[src/rtl/note_detect.sv]
// rtl/note_detect.sv - per-lane set-pixel counter over raster frames, reporting a note bitmask per frame
// Define NOTE_DETECT_DEBOUNCE_EN to require two consecutive hit frames before a note rises.
module note_detect #(
  parameter int NUM_LANES  = 5,
  parameter int LANE_X0    = 200,
  parameter int LANE_PITCH = 64,
  parameter int LANE_WIDTH = 32,
  parameter int ROW_TOP    = 600,
  parameter int ROW_BOTTOM = 631,
  parameter int COUNT_W    = 10
) (
  input  logic                 CLK,
  input  logic                 RST,
  input  logic                 VDE,
  input  logic                 VSync,
  input  logic                 ProcessIn,
  input  logic [COUNT_W-1:0]   HitMin,
  output logic [NUM_LANES-1:0] Notes,
  output logic                 NotesValid,
  output logic                 InWindow
);

  typedef enum logic {UNSYNCED, ARMED} state_t;
  state_t state_q, state_d;

  logic [10:0]          x_q, y_q;
  logic                 vde_q, vsync_q;
  logic [COUNT_W-1:0]   count_q [NUM_LANES];
  logic [NUM_LANES-1:0] lane_hit, hit, notes_next;
  logic                 frame_end, vde_fall, row_in, accum_en, report;

  assign frame_end = VSync && !vsync_q;
  assign vde_fall  = vde_q && !VDE;
  assign row_in    = (32'(y_q) >= 32'(ROW_TOP)) && (32'(y_q) <= 32'(ROW_BOTTOM));

  always_comb begin
    lane_hit = '0;
    hit      = '0;
    for (int i = 0; i < NUM_LANES; i++) begin
      lane_hit[i] = row_in
                 && (32'(x_q) >= 32'(LANE_X0 + i * LANE_PITCH))
                 && (32'(x_q) <  32'(LANE_X0 + i * LANE_PITCH + LANE_WIDTH));
      hit[i] = (count_q[i] >= HitMin);
    end
  end

  // The frame that ends while UNSYNCED was only partially observed, so it only arms.
  always_comb begin
    state_d  = state_q;
    accum_en = 1'b0;
    report   = 1'b0;
    case (state_q)
      UNSYNCED: begin
        if (frame_end) state_d = ARMED;
      end
      ARMED: begin
        accum_en = !frame_end;
        report   = frame_end;
      end
      default: state_d = UNSYNCED;
    endcase
  end

`ifdef NOTE_DETECT_DEBOUNCE_EN
  logic [NUM_LANES-1:0] prev_hit_q;

  always_ff @(posedge CLK) begin
    if (RST) begin
      prev_hit_q <= '0;
    end else if (report) begin
      prev_hit_q <= hit;
    end
  end

  assign notes_next = hit & prev_hit_q;
`else
  assign notes_next = hit;
`endif

  always_ff @(posedge CLK) begin
    if (RST) begin
      state_q    <= UNSYNCED;
      x_q        <= '0;
      y_q        <= '0;
      vde_q      <= 1'b0;
      vsync_q    <= 1'b0;
      Notes      <= '0;
      NotesValid <= 1'b0;
      InWindow   <= 1'b0;
      for (int i = 0; i < NUM_LANES; i++) count_q[i] <= '0;
    end else begin
      state_q    <= state_d;
      vde_q      <= VDE;
      vsync_q    <= VSync;
      NotesValid <= report;
      InWindow   <= VDE && (|lane_hit);
      if (report) Notes <= notes_next;

      if (VDE) begin
        if (x_q != 11'h7ff) x_q <= x_q + 11'd1;
      end else if (vde_fall) begin
        x_q <= '0;
      end

      if (frame_end) begin
        y_q <= '0;
      end else if (vde_fall && (y_q != 11'h7ff)) begin
        y_q <= y_q + 11'd1;
      end

      for (int i = 0; i < NUM_LANES; i++) begin
        if (frame_end) begin
          count_q[i] <= '0;
        end else if (accum_en && VDE && ProcessIn && lane_hit[i] && (count_q[i] != '1)) begin
          count_q[i] <= count_q[i] + COUNT_W'(1);
        end
      end
    end
  end

endmodule

[config.mk]
export PLATFORM = sky130hd
export DESIGN_NAME = note_detect
export DESIGN_NICKNAME = d
export VERILOG_FILES = /design/src/rtl/note_detect.sv
export SDC_FILE = /design/constraint.sdc
export NUM_CORES = 1
export LEC_CHECK = 0
export CORE_ASPECT_RATIO = 0.5
export CORE_MARGIN = 4
export CORE_UTILIZATION = 55
export CTS_CLUSTER_DIAMETER = 50
export DETAILED_ROUTE_END_ITERATION = 10
export PLACE_DENSITY = 0.77
export SLEW_MARGIN = 20
export SYNTH_ARGS = -nofsm -noshare
export SYNTH_HDL_FRONTEND = slang
export SYNTH_SLANG_ARGS = --single-unit
[constraint.sdc]
create_clock -name CLK -period 6.8 [get_ports CLK]
set_input_delay 2.04 -clock CLK [delete_from_list [all_inputs] [get_ports CLK]]
set_output_delay 2.04 -clock CLK [all_outputs]
set_load 0.05 [all_outputs]
[Word level (Yosys, flattened, before mapping)]
Memories as Yosys holds them, arrays and structs flattened.
Cells that the tools add are included.
W data, S select, Z words.
Storage, ports and cells
  word-level logic and storage cells: 126
  memories: 1
  memory bits (read-only): 0
  input bits: 15
  memory bits (writable): 50
  register bits: 32
  output and inout bits: 7
  latch bits: 0
Operators by class
  $mul: 0
  bitwise logic cells: 10
  equal/unequal tests: 8
  divide/modulo/power cells: 0
  shift operators: 0
  reduce and logical (&&, ||, !) cells: 34
  magnitude comparators: 17
  add/subtract/negate cells: 7
  multiplexer cells: 41
Memories
  count_q: depth 5, width 10, read ports 5, clocked after memory_dff 0, wr ports 5, RTL line 28  | logic [COUNT_W-1:0] count_q [NUM_LANES];
Operators by type and width (number)
  $mux W10: 10
  $add A10 B1 Y10 const B: 5
  $ge A10 B10 Y1: 5
  $ne A10 B10 Y1 const B: 5
  $ge A11 B9 Y1 const B: 4
  $lt A11 B9 Y1 const B: 4
  $mux W11: 3
  $mux W1: 28
  $logic_and A1 B1 Y1: 27
  $add A11 B1 Y11 const B: 2
  $ne A11 B11 Y1 const B: 2
  $ge A11 B10 Y1 const B: 1
  $ge A11 B8 Y1 const B: 1
  $le A11 B10 Y1 const B: 1
  $lt A11 B8 Y1 const B: 1
  $or A1 B1 Y1: 10
  $reduce_or A5 Y1: 1
  $logic_not A1 Y1: 3
  $ne A2 B1 Y1 const B: 1
  $reduce_and A2 Y1: 1
  $reduce_bool A2 Y1: 1
  $reduce_or A2 Y1: 1

[Logic depth before layout (Yosys ltp)]
Gate-level depths: netlist of run 1.
  depth after elaboration: 13
  depth in mapped cells: 7
  mapped depth without buffers: 6

[Worst setup path before layout of run 1]
OpenSTA, ideal clock, no wires.
  path type: input to register
  start: in RST
  end: mem count_q[3][0] (enable)
  path slack: 2.587 ns
  stages: 6
  setup time: 0.391 ns
  data arrival time: 3.822 ns
  path through: clkbuf_1 nor2b_1 and4_1 clkbuf_1 nand4_1 o21ai_0
RTL lines
  start: declaration: RTL line 13  | input logic RST,
  end: declaration: RTL line 28

==> key figures, run 1 <==
Global routing
  – Antenna violations before repair: 0
  – Total gr overflow: 0
  – Largest net degree at the start of global routing: 19
  – First-pass GRT wire length: 19.9 mm
  – Vias in the first global route: 3967
  – Gr usage total: 0.219

Timing
  – Final Hold Vio Count: 0
  – Setup violations, final: 0
  – TNS Setup: 0 ns
  – Unrepaired setup endpoints after global routing: false
  – Skew final: 0.00919 ns
  – Rel. slew slack: 0.397
  – Fmax: 213 MHz
  – Final worst-path cycle share: 0.689
  – Slew @ Worst Pin: 0.898 ns
  – Pins Over Slew Limit: 0
  – Min Tclk post-route: 4.69 ns
  – WHS: 0.479 ns

Place
  – Detailed placement HPWL: 8.89 mm
  – RePlAce Congestion: 0.848
  – Placed cell areas: 5690 um^2
  – Inst Count DP: 709
  – I/O Buffers: 21

Logic synthesis
  – Cells after Synth: 563
  – Post-synthesis net count: 637
  – Asr flop ratio synth: 0
  – Top-area cell type share of the netlist area: 0.281
  – Area contributors post-synth: edfxtp_1 28%, ha_1 14%, dfxtp_1 12%
  – Top post-synthesis cells by count: 59 x ha_1, 50 x edfxtp_1, 42 x nor3_1
  – Yosys warning total: 0
  – Synth cell types: 46
  – Syn avg cell area: 9.51 um^2
  – Leading area contributor after synthesis: edfxtp_1
  – EDFF count, synth: 50
  – Seq cells post-synth: 82
  – Sequential area share after synthesis: 0.400
  – Synth Flop Type: edfxtp_1
  – Mapped cell area: 5350 um^2
  – Most common cell in the netlist: ha_1

Worst setup path
  – Register-to-register setup slack: 3.97 ns
  – Worst path max stage delay: 0.67 ns
  – Worst EP required: 6.85 ns
  – Crit Path Max Fanout: 16
  – Crit path DAT: 4.73 ns
  – Setup crit start kind: input pin
  – Crit path cell chain: clkdlybuf4s50_1 -> nor2b_1 -> and4_1 -> nand4b_1 -> o21ai_0 -> buf_4
  – CP max-delay cell: clkdlybuf4s50_1
  – CP endpoint kind: register
  – Critical setup path kind: input pin to register

Clocking
  – Clock Sinks: 82
  – # Post-CTS Setup Buffers: 0
  – H-tree Lvls: 3
  – CTS root buf: clkbuf_16
  – Cts hold-fix bufs: 0
  – CTS tree: done
  – Buffer levels on the longest clock path: 2
  – Post_cts resized: 0
  – Clock-pin slew on the worst setup and hold paths: 0.06 ns
  – Total CTS buffers: 9
  – Clock latency on the worst-skew pair: 0.34 ns

Pwr
  – VDD IR max: 130 uV
  – Cell area power density: 204 nW/um^2
  – Pleak: 2.11 nW

Floorplan
  – Row count: 25
  – Die Y: 77.8 um
  – Chip Width: 147 um
  – Starting density of the core: 0.566
  – Ports: 22
  – Die Area: 11500 um^2
  – Core Area: 9450 um^2

Route
  – Iter 0 DRT Violations: 245
  – Pre-antenna DRT Iters: 5
  – Total Wirelength: 12.1 mm
  – Via-to-Cell Ratio: 6.08
  – Drt drc: 0
  – Number of routed nets with antenna violations: 0
  – Drt wl/cell: 16.7 um
  – Via count: 4408

Status
  – Status: finished, final reports clean

Final layout
  – N_diodes: 0
  – Post-layout util: 0.638
  – # fillers: 777
  – Post-route cell area: 6030 um^2
  – Area growth syn-to-layout: 12.7%
  – Nets: 659
  – Share of cells above drive strength 1: 0.0525
  – Fin cells: 725

Min path
  – Min-Delay Path Class: register to register

Flow run
  – Total of max-cap violations: 0
[worst paths after layout]
check / depth (start not counted) / start / endpoint
hold / removal: 2 / x_q[10]$_SDFFE_PP0P_ / x_q[10]$_SDFFE_PP0P_
setup reg to reg: 4 / x_q[8]$_SDFFE_PP0P_ / count_q[1][6]$_SDFFCE_PN0P_
hold reg to reg: 2 / x_q[10]$_SDFFE_PP0P_ / x_q[10]$_SDFFE_PP0P_
setup / recovery: 6 / VDE / count_q[4][0]$_SDFFCE_PN0P_
[cell usage in the layout (no fill, tap or decap), drive strengths merged, types with 12 or more instances in the layout]
master / count
nor4: 12
inv: 25
nor3: 47
nor2: 30
a21oi: 36
nand4: 24
o21ai: 26
xnor2: 19
edfxtp: 50
ha: 59
dfxtp: 32
nand2: 33
clkdlybuf4s50: 21
nand3: 41
xor2: 23
[power breakdown]
part	internal, mW	switching (mW)
Clock	0.344	0.197
Combinational	0.0506	0.0691
Sequential	0.546	0.0238
Total	0.940	0.290
[state kept, by name (all words and copies together) (netlist names)]
name,flops
count_q,50
x_q,11
y_q,11
Notes,5
InWindow,1
NotesValid,1
state_q,1
vde_q,1
vsync_q,1
[stage by stage]
step	power, mW	setup slack [ns]
floorplan	0.654	2.59
global placement	0.694	1.87
detailed placement	0.698	1.72
CTS	1.24	2.11
global route	1.28	1.86
finish	1.23	2.11
[layer usage]
metal	GRT usage	up-vias	share of wire
met1	0.310	2062	0.47
li1	-	2166	-
met2	0.334	157	0.43
met3	0.0613	23	0.089
met5	0	-	0
met4	0.0558	0	0.015
[cell type report]
type,instances,area [um^2],area share
repair buffers,26,248,0.0411
multi-input cells,441,3040,0.504
flip-flops and latches,82,2140,0.355
clock inverters,6,87.6,0.0145
clock buffers,10,250,0.0415
well taps,135,169,0.0280
inverters,25,93.8,0.0156
[critical path: cells and delay by family]
kind | cells | cell delay [ns]
compound gates | 1 | 0.64
buf+inv | 2 | 0.93
simple gates | 3 | 1.10
[cell families (layout without fill, tap and decap cells)]
logic type | after synthesis | count (layout) | share of synthesized area
fa+ha+maj | 59 | 59 | 0.138
mux | 3 | 3 | 0.00561
buf+inv | 40 | 67 | 0.0318
compound gates | 92 | 92 | 0.103
xor+xnor | 42 | 42 | 0.0687
flops | 82 | 82 | 0.400
simple gates | 245 | 245 | 0.252
No activity file was read; power rests on OpenSTA's default activity.
==> inputs of run 2 (changes only) <==
- PLACE_DENSITY: 0.77 -> 0.8
- clock period: 6.8 -> 3.92 ns (I/O delays scaled with it)
==> key figures, run 2 (synthesis gave the netlist of run 1 again) <==
Status
  – Status: finished, final reports clean

Floorplan
  – Ports: 22
  – Die Area: 11500 um^2
  – Die Y: 77.8 um
  – Core Area: 9450 um^2
  – Chip Width: 147 um
  – Starting density of the core: 0.566
  – Row count: 25

Timing
  – Setup violations, final: 0
  – Unrepaired setup endpoints after global routing: false
  – Rel. slew slack: 0.416
  – WHS: 0.493 ns
  – TNS Setup: 0 ns
  – Min Tclk post-route: 3.18 ns
  – Skew final: 0.00687 ns
  – Final Hold Vio Count: 0
  – Fmax: 315 MHz
  – Final worst-path cycle share: 0.810
  – Slew @ Worst Pin: 0.870 ns
  – Pins Over Slew Limit: 0

Worst setup path
  – Crit path DAT: 3.21 ns
  – Worst EP required: 3.96 ns
  – Register-to-register setup slack: 1.47 ns
  – R2R Path End: count_q[1][9]$_SDFFCE_PN0P_
  – CP endpoint kind: register
  – Reg-to-Reg Start: x_q[8]$_SDFFE_PP0P_
  – Setup crit start kind: input pin
  – Crit Path Max Fanout: 10
  – Critical setup path kind: input pin to register
  – Worst Reg2Reg Path Length in Cells: 5

Pwr
  – Net switching power: 0.499 mW
  – VDD IR max: 248 uV
  – Seq pwr share: 0.478
  – Pwr Total: 2.07 mW
  – Clock power frac: 0.417
  – Internal power: 1.57 mW
  – Switching part of the total: 0.241
  – Pleak: 2.11 nW
  – Cell area power density: 342 nW/um^2
  – Gate power share: 0.105

Final layout
  – Regs by FF count: count_q (50), x_q (11), y_q (11)
  – Area growth syn-to-layout: 12.9%
  – Commonest non-fill, non-tap cells in the layout: 59 x ha_1, 50 x edfxtp_1, 42 x nor3_1
  – Top reg by flops: count_q
  – Register area: 2140 um^2
  – Nets: 665
  – Area occupied by multi-input gates: 3040 um^2
  – Fin cells: 731
  – N_diodes: 0
  – Post-route cell area: 6040 um^2
  – Most common cell after layout, fill and taps aside: ha_1
  – Max reg flops: 50
  – Share of cells above drive strength 1: 0.0587
  – # fillers: 771

Min path
  – Hold Path Stages: 2
  – Min-Delay Path Class: register to register
  – Hold EP: x_q[10]$_SDFFE_PP0P_
  – Worst hold start: x_q[10]$_SDFFE_PP0P_

Place
  – Placed cell areas: 5740 um^2
  – Detailed placement HPWL: 9.27 mm
  – RePlAce Congestion: 0.887
  – I/O Buffers: 21
  – Inst Count DP: 715

Global routing
  – Antenna violations before repair: 0
  – Vias in the first global route: 4177
  – First-pass GRT wire length: 20.8 mm
  – Total gr overflow: 0
  – Gr usage total: 0.227
  – Largest net degree at the start of global routing: 18

Clocking
  – Clock-pin slew on the worst setup and hold paths: 0.06 ns
  – CTS tree: done
  – CTS root buf: clkbuf_16
  – # Post-CTS Setup Buffers: 0
  – Post_cts resized: 0
  – Cts hold-fix bufs: 0
  – Clock latency on the worst-skew pair: 0.34 ns
  – Buffer levels on the longest clock path: 2
  – Clock Sinks: 82
  – H-tree Lvls: 3
  – Total CTS buffers: 9

Route
  – Uppermost layer routed: met4
  – Via count: 4481
  – Met1 wire length: 5.71 mm
  – Via-to-Cell Ratio: 6.13
  – Met2 routed WL: 5.68 mm
  – Met3 wire length: 925 um
  – Pre-antenna DRT Iters: 5
  – Total Wirelength: 12.6 mm
  – Drt drc: 0
  – Number of routed nets with antenna violations: 0
  – Iter 0 DRT Violations: 331
  – Drt wl/cell: 17.2 um

Flow run
  – Total of max-cap violations: 0
-- run 2: cell type report --
class | count | share of cell area
Clock buffer | 12 | 0.0424
Clock inverter | 4 | 0.00828
Inverter | 25 | 0.0155
Multi-Input combinational cell | 441 | 0.503
Sequential cell | 82 | 0.354
Tap cell | 135 | 0.0280
Timing Repair Buffer | 32 | 0.0484
-- run 2: through the flow --
step / worst slack (ns) / utilization
after global placement: 0.454 / 0.607
final: 0.745 / 0.640
after floorplan: 0.571 / -
after detailed placement: 0.417 / 0.607
after global routing: 0.659 / 0.640
after CTS: 0.755 / 0.640
-- run 2: metal layers --
metal	vias to the layer above	GRT usage
li1	2178	-
met1	2112	0.321
met2	172	0.352
met3	19	0.0449
met4	0	0.0762
met5	-	0
-- run 2: worst max path at each step --
stage                from                           to  slack (ns)  depth (start not counted)
floorplan             RST  count_q[3][0]$_SDFFCE_PN0P_        0.57                          6
global route        VSync  count_q[1][9]$_SDFFCE_PN0P_        0.66                          6
global placement    VSync  count_q[1][4]$_SDFFCE_PN0P_        0.45                          6
finish              VSync  count_q[1][9]$_SDFFCE_PN0P_        0.74                          6
CTS                 VSync  count_q[1][9]$_SDFFCE_PN0P_        0.76                          6
detailed placement  VSync  count_q[1][2]$_SDFFCE_PN0P_        0.42                          6
-- run 2: worst max-delay path, stage by stage --
cell and delay (ns):
clkdlybuf4s50_1 0.42, nor2b_1 0.18, or3_1 0.52, or3_1 0.53
o21ai_1 0.16, buf_4 0.21
-- run 2: power by group through the flow --
stage	clock [mW]	combinational (mW)	sequential [mW]
after floorplan	0	0.130	1.00
after detailed placement	0	0.213	1.00
final	0.862	0.217	0.988
after global routing	0.920	0.241	0.992
after CTS	0.867	0.215	0.986
after global placement	0	0.203	1.00
==> inputs of run 3 (changes only) <==
- clock period: 3.92 -> 2.6 ns (I/O delays scaled with it)
==> key figures, run 3 (synthesis gave the netlist of run 1 again) <==
Status
  – Status: finished, final reports clean

Worst setup path
  – Reg-to-Reg Start: y_q[3]$_SDFFE_PP0P_
  – Critical setup path kind: input pin to register
  – Crit Path Max Fanout: 10
  – Setup crit end: count_q[3][1]$_SDFFCE_PN0P_
  – Setup crit start kind: input pin
  – Worst setup startpoint: VSync
  – Worst EP required: 2.66 ns
  – Register-to-register setup slack: 0.46 ns
  – R2R Path End: count_q[4][6]$_SDFFCE_PN0P_
  – Crit path DAT: 2.49 ns
  – CP endpoint kind: register
  – Worst Reg2Reg Path Length in Cells: 6

Final layout
  – Area growth syn-to-layout: 16.0%
  – Max reg flops: 50
  – # fillers: 712
  – Commonest non-fill, non-tap cells in the layout: 59 x ha_1, 50 x edfxtp_1, 42 x nor3_1
  – Top reg by flops: count_q
  – Most common cell after layout, fill and taps aside: ha_1
  – Share of cells above drive strength 1: 0.0924
  – Post-layout util: 0.657
  – Fin cells: 752
  – N_diodes: 0
  – Post-route cell area: 6210 um^2
  – Regs by FF count: count_q (50), x_q (11), y_q (11)
  – Nets: 686

Clocking
  – Total CTS buffers: 9
  – # Post-CTS Setup Buffers: 0
  – Clock-pin slew on the worst setup and hold paths: 0.06 ns
  – Clock Sinks: 82
  – CTS tree: done
  – Buffer levels on the longest clock path: 2
  – CTS root buf: clkbuf_16
  – Post_cts resized: 0
  – Clock latency on the worst-skew pair: 0.34 ns
  – H-tree Lvls: 3
  – Cts hold-fix bufs: 0

Timing
  – WHS: 0.472 ns
  – Skew final: 0.00672 ns
  – TNS Setup: 0 ns
  – Final worst-path cycle share: 0.936
  – Final Hold Vio Count: 0
  – Unrepaired setup endpoints after global routing: false
  – Slew @ Worst Pin: 0.637 ns
  – Final WS setup: 0.166 ns
  – Pins Over Slew Limit: 0
  – Min Tclk post-route: 2.43 ns
  – Rel. slew slack: 0.572
  – Fmax: 411 MHz
  – Setup violations, final: 0

Floorplan
  – Chip Width: 147 um
  – Ports: 22
  – Core Area: 9450 um^2
  – Row count: 25
  – Die Y: 77.8 um
  – Die Area: 11500 um^2
  – Starting density of the core: 0.566

Route
  – Drt wl/cell: 17.3 um
  – Number of routed nets with antenna violations: 0
  – Iter 0 DRT Violations: 365
  – Pre-antenna DRT Iters: 6
  – Via count: 4542
  – Via-to-Cell Ratio: 6.04
  – Total Wirelength: 13.0 mm
  – Drt drc: 0

Flow run
  – Total of max-cap violations: 0

Pwr
  – Pleak: 2.22 nW
  – Cell area power density: 498 nW/um^2
  – VDD IR max: 307 uV
  – Pwr Total: 3.09 mW

Global routing
  – Total gr overflow: 0
  – First-pass GRT wire length: 21.7 mm
  – Antenna violations before repair: 0
  – Largest net degree at the start of global routing: 18
  – Vias in the first global route: 4288
  – Gr usage total: 0.238

Place
  – Detailed placement HPWL: 9.22 mm
  – Pre-CTS setup slack: -0.176 ns
  – I/O Buffers: 21
  – RePlAce Congestion: 0.828
  – Placed cell areas: 5910 um^2
  – Inst Count DP: 736

Min path
  – Min-Delay Path Class: register to register
==> run 3: changes by cell type in the layout (fill, tap and decap cells not counted), sizes merged <==
cell,previous run,this run
clkbuf,12,14
clkinvlp,1,0
clkinv,1,2
bufinv,1,0
buf,11,32
inv,26,25
==> run 3: worst max-delay path: stages <==
cell and delay, ns:
clkdlybuf4s50_1 0.42, nor2b_1 0.17, or2_2 0.32, or3_1 0.41, o21ai_2 0.23, buf_12 0.16
==> run 3: final cells by class <==
class	count	area (um^2)	area share
clock inverter	2	10.0	0.00161
clock buffer	14	285	0.0460
sequential	82	2140	0.345
multi-input combinational	441	3040	0.490
timing repair buffer	53	463	0.0746
inverter	25	93.8	0.0151
tap	135	169	0.0272
==> run 3: how the worst min path moves through the flow <==
stage	slack [ns]	cells after the start	startpoint	endpoint
floorplan	0.44	2	x_q[10]$_SDFFE_PP0P_	x_q[10]$_SDFFE_PP0P_
global placement	0.46	2	x_q[10]$_SDFFE_PP0P_	x_q[10]$_SDFFE_PP0P_
detailed placement	0.46	2	x_q[10]$_SDFFE_PP0P_	x_q[10]$_SDFFE_PP0P_
CTS	0.47	2	x_q[10]$_SDFFE_PP0P_	x_q[10]$_SDFFE_PP0P_
global route	0.51	2	x_q[10]$_SDFFE_PP0P_	x_q[10]$_SDFFE_PP0P_
finish	0.47	2	x_q[10]$_SDFFE_PP0P_	x_q[10]$_SDFFE_PP0P_
==> run 3: routing by layer <==
metal  share of wire  vias up  track usage
li1                -     2226            -
met1            0.46     2127        0.334
met2            0.44      171        0.372
met3           0.074       18       0.0560
met4           0.017        0       0.0623
met5               0        -            0
==> run 3: report_power, final <==
part	switching, mW	total, mW	leakage, nW	internal (mW)
Sequential	0.0626	1.49	0.806	1.43
Clock	0.510	1.27	0.148	0.755
Combinational	0.189	0.335	1.27	0.146
Total	0.762	3.09	2.22	2.33
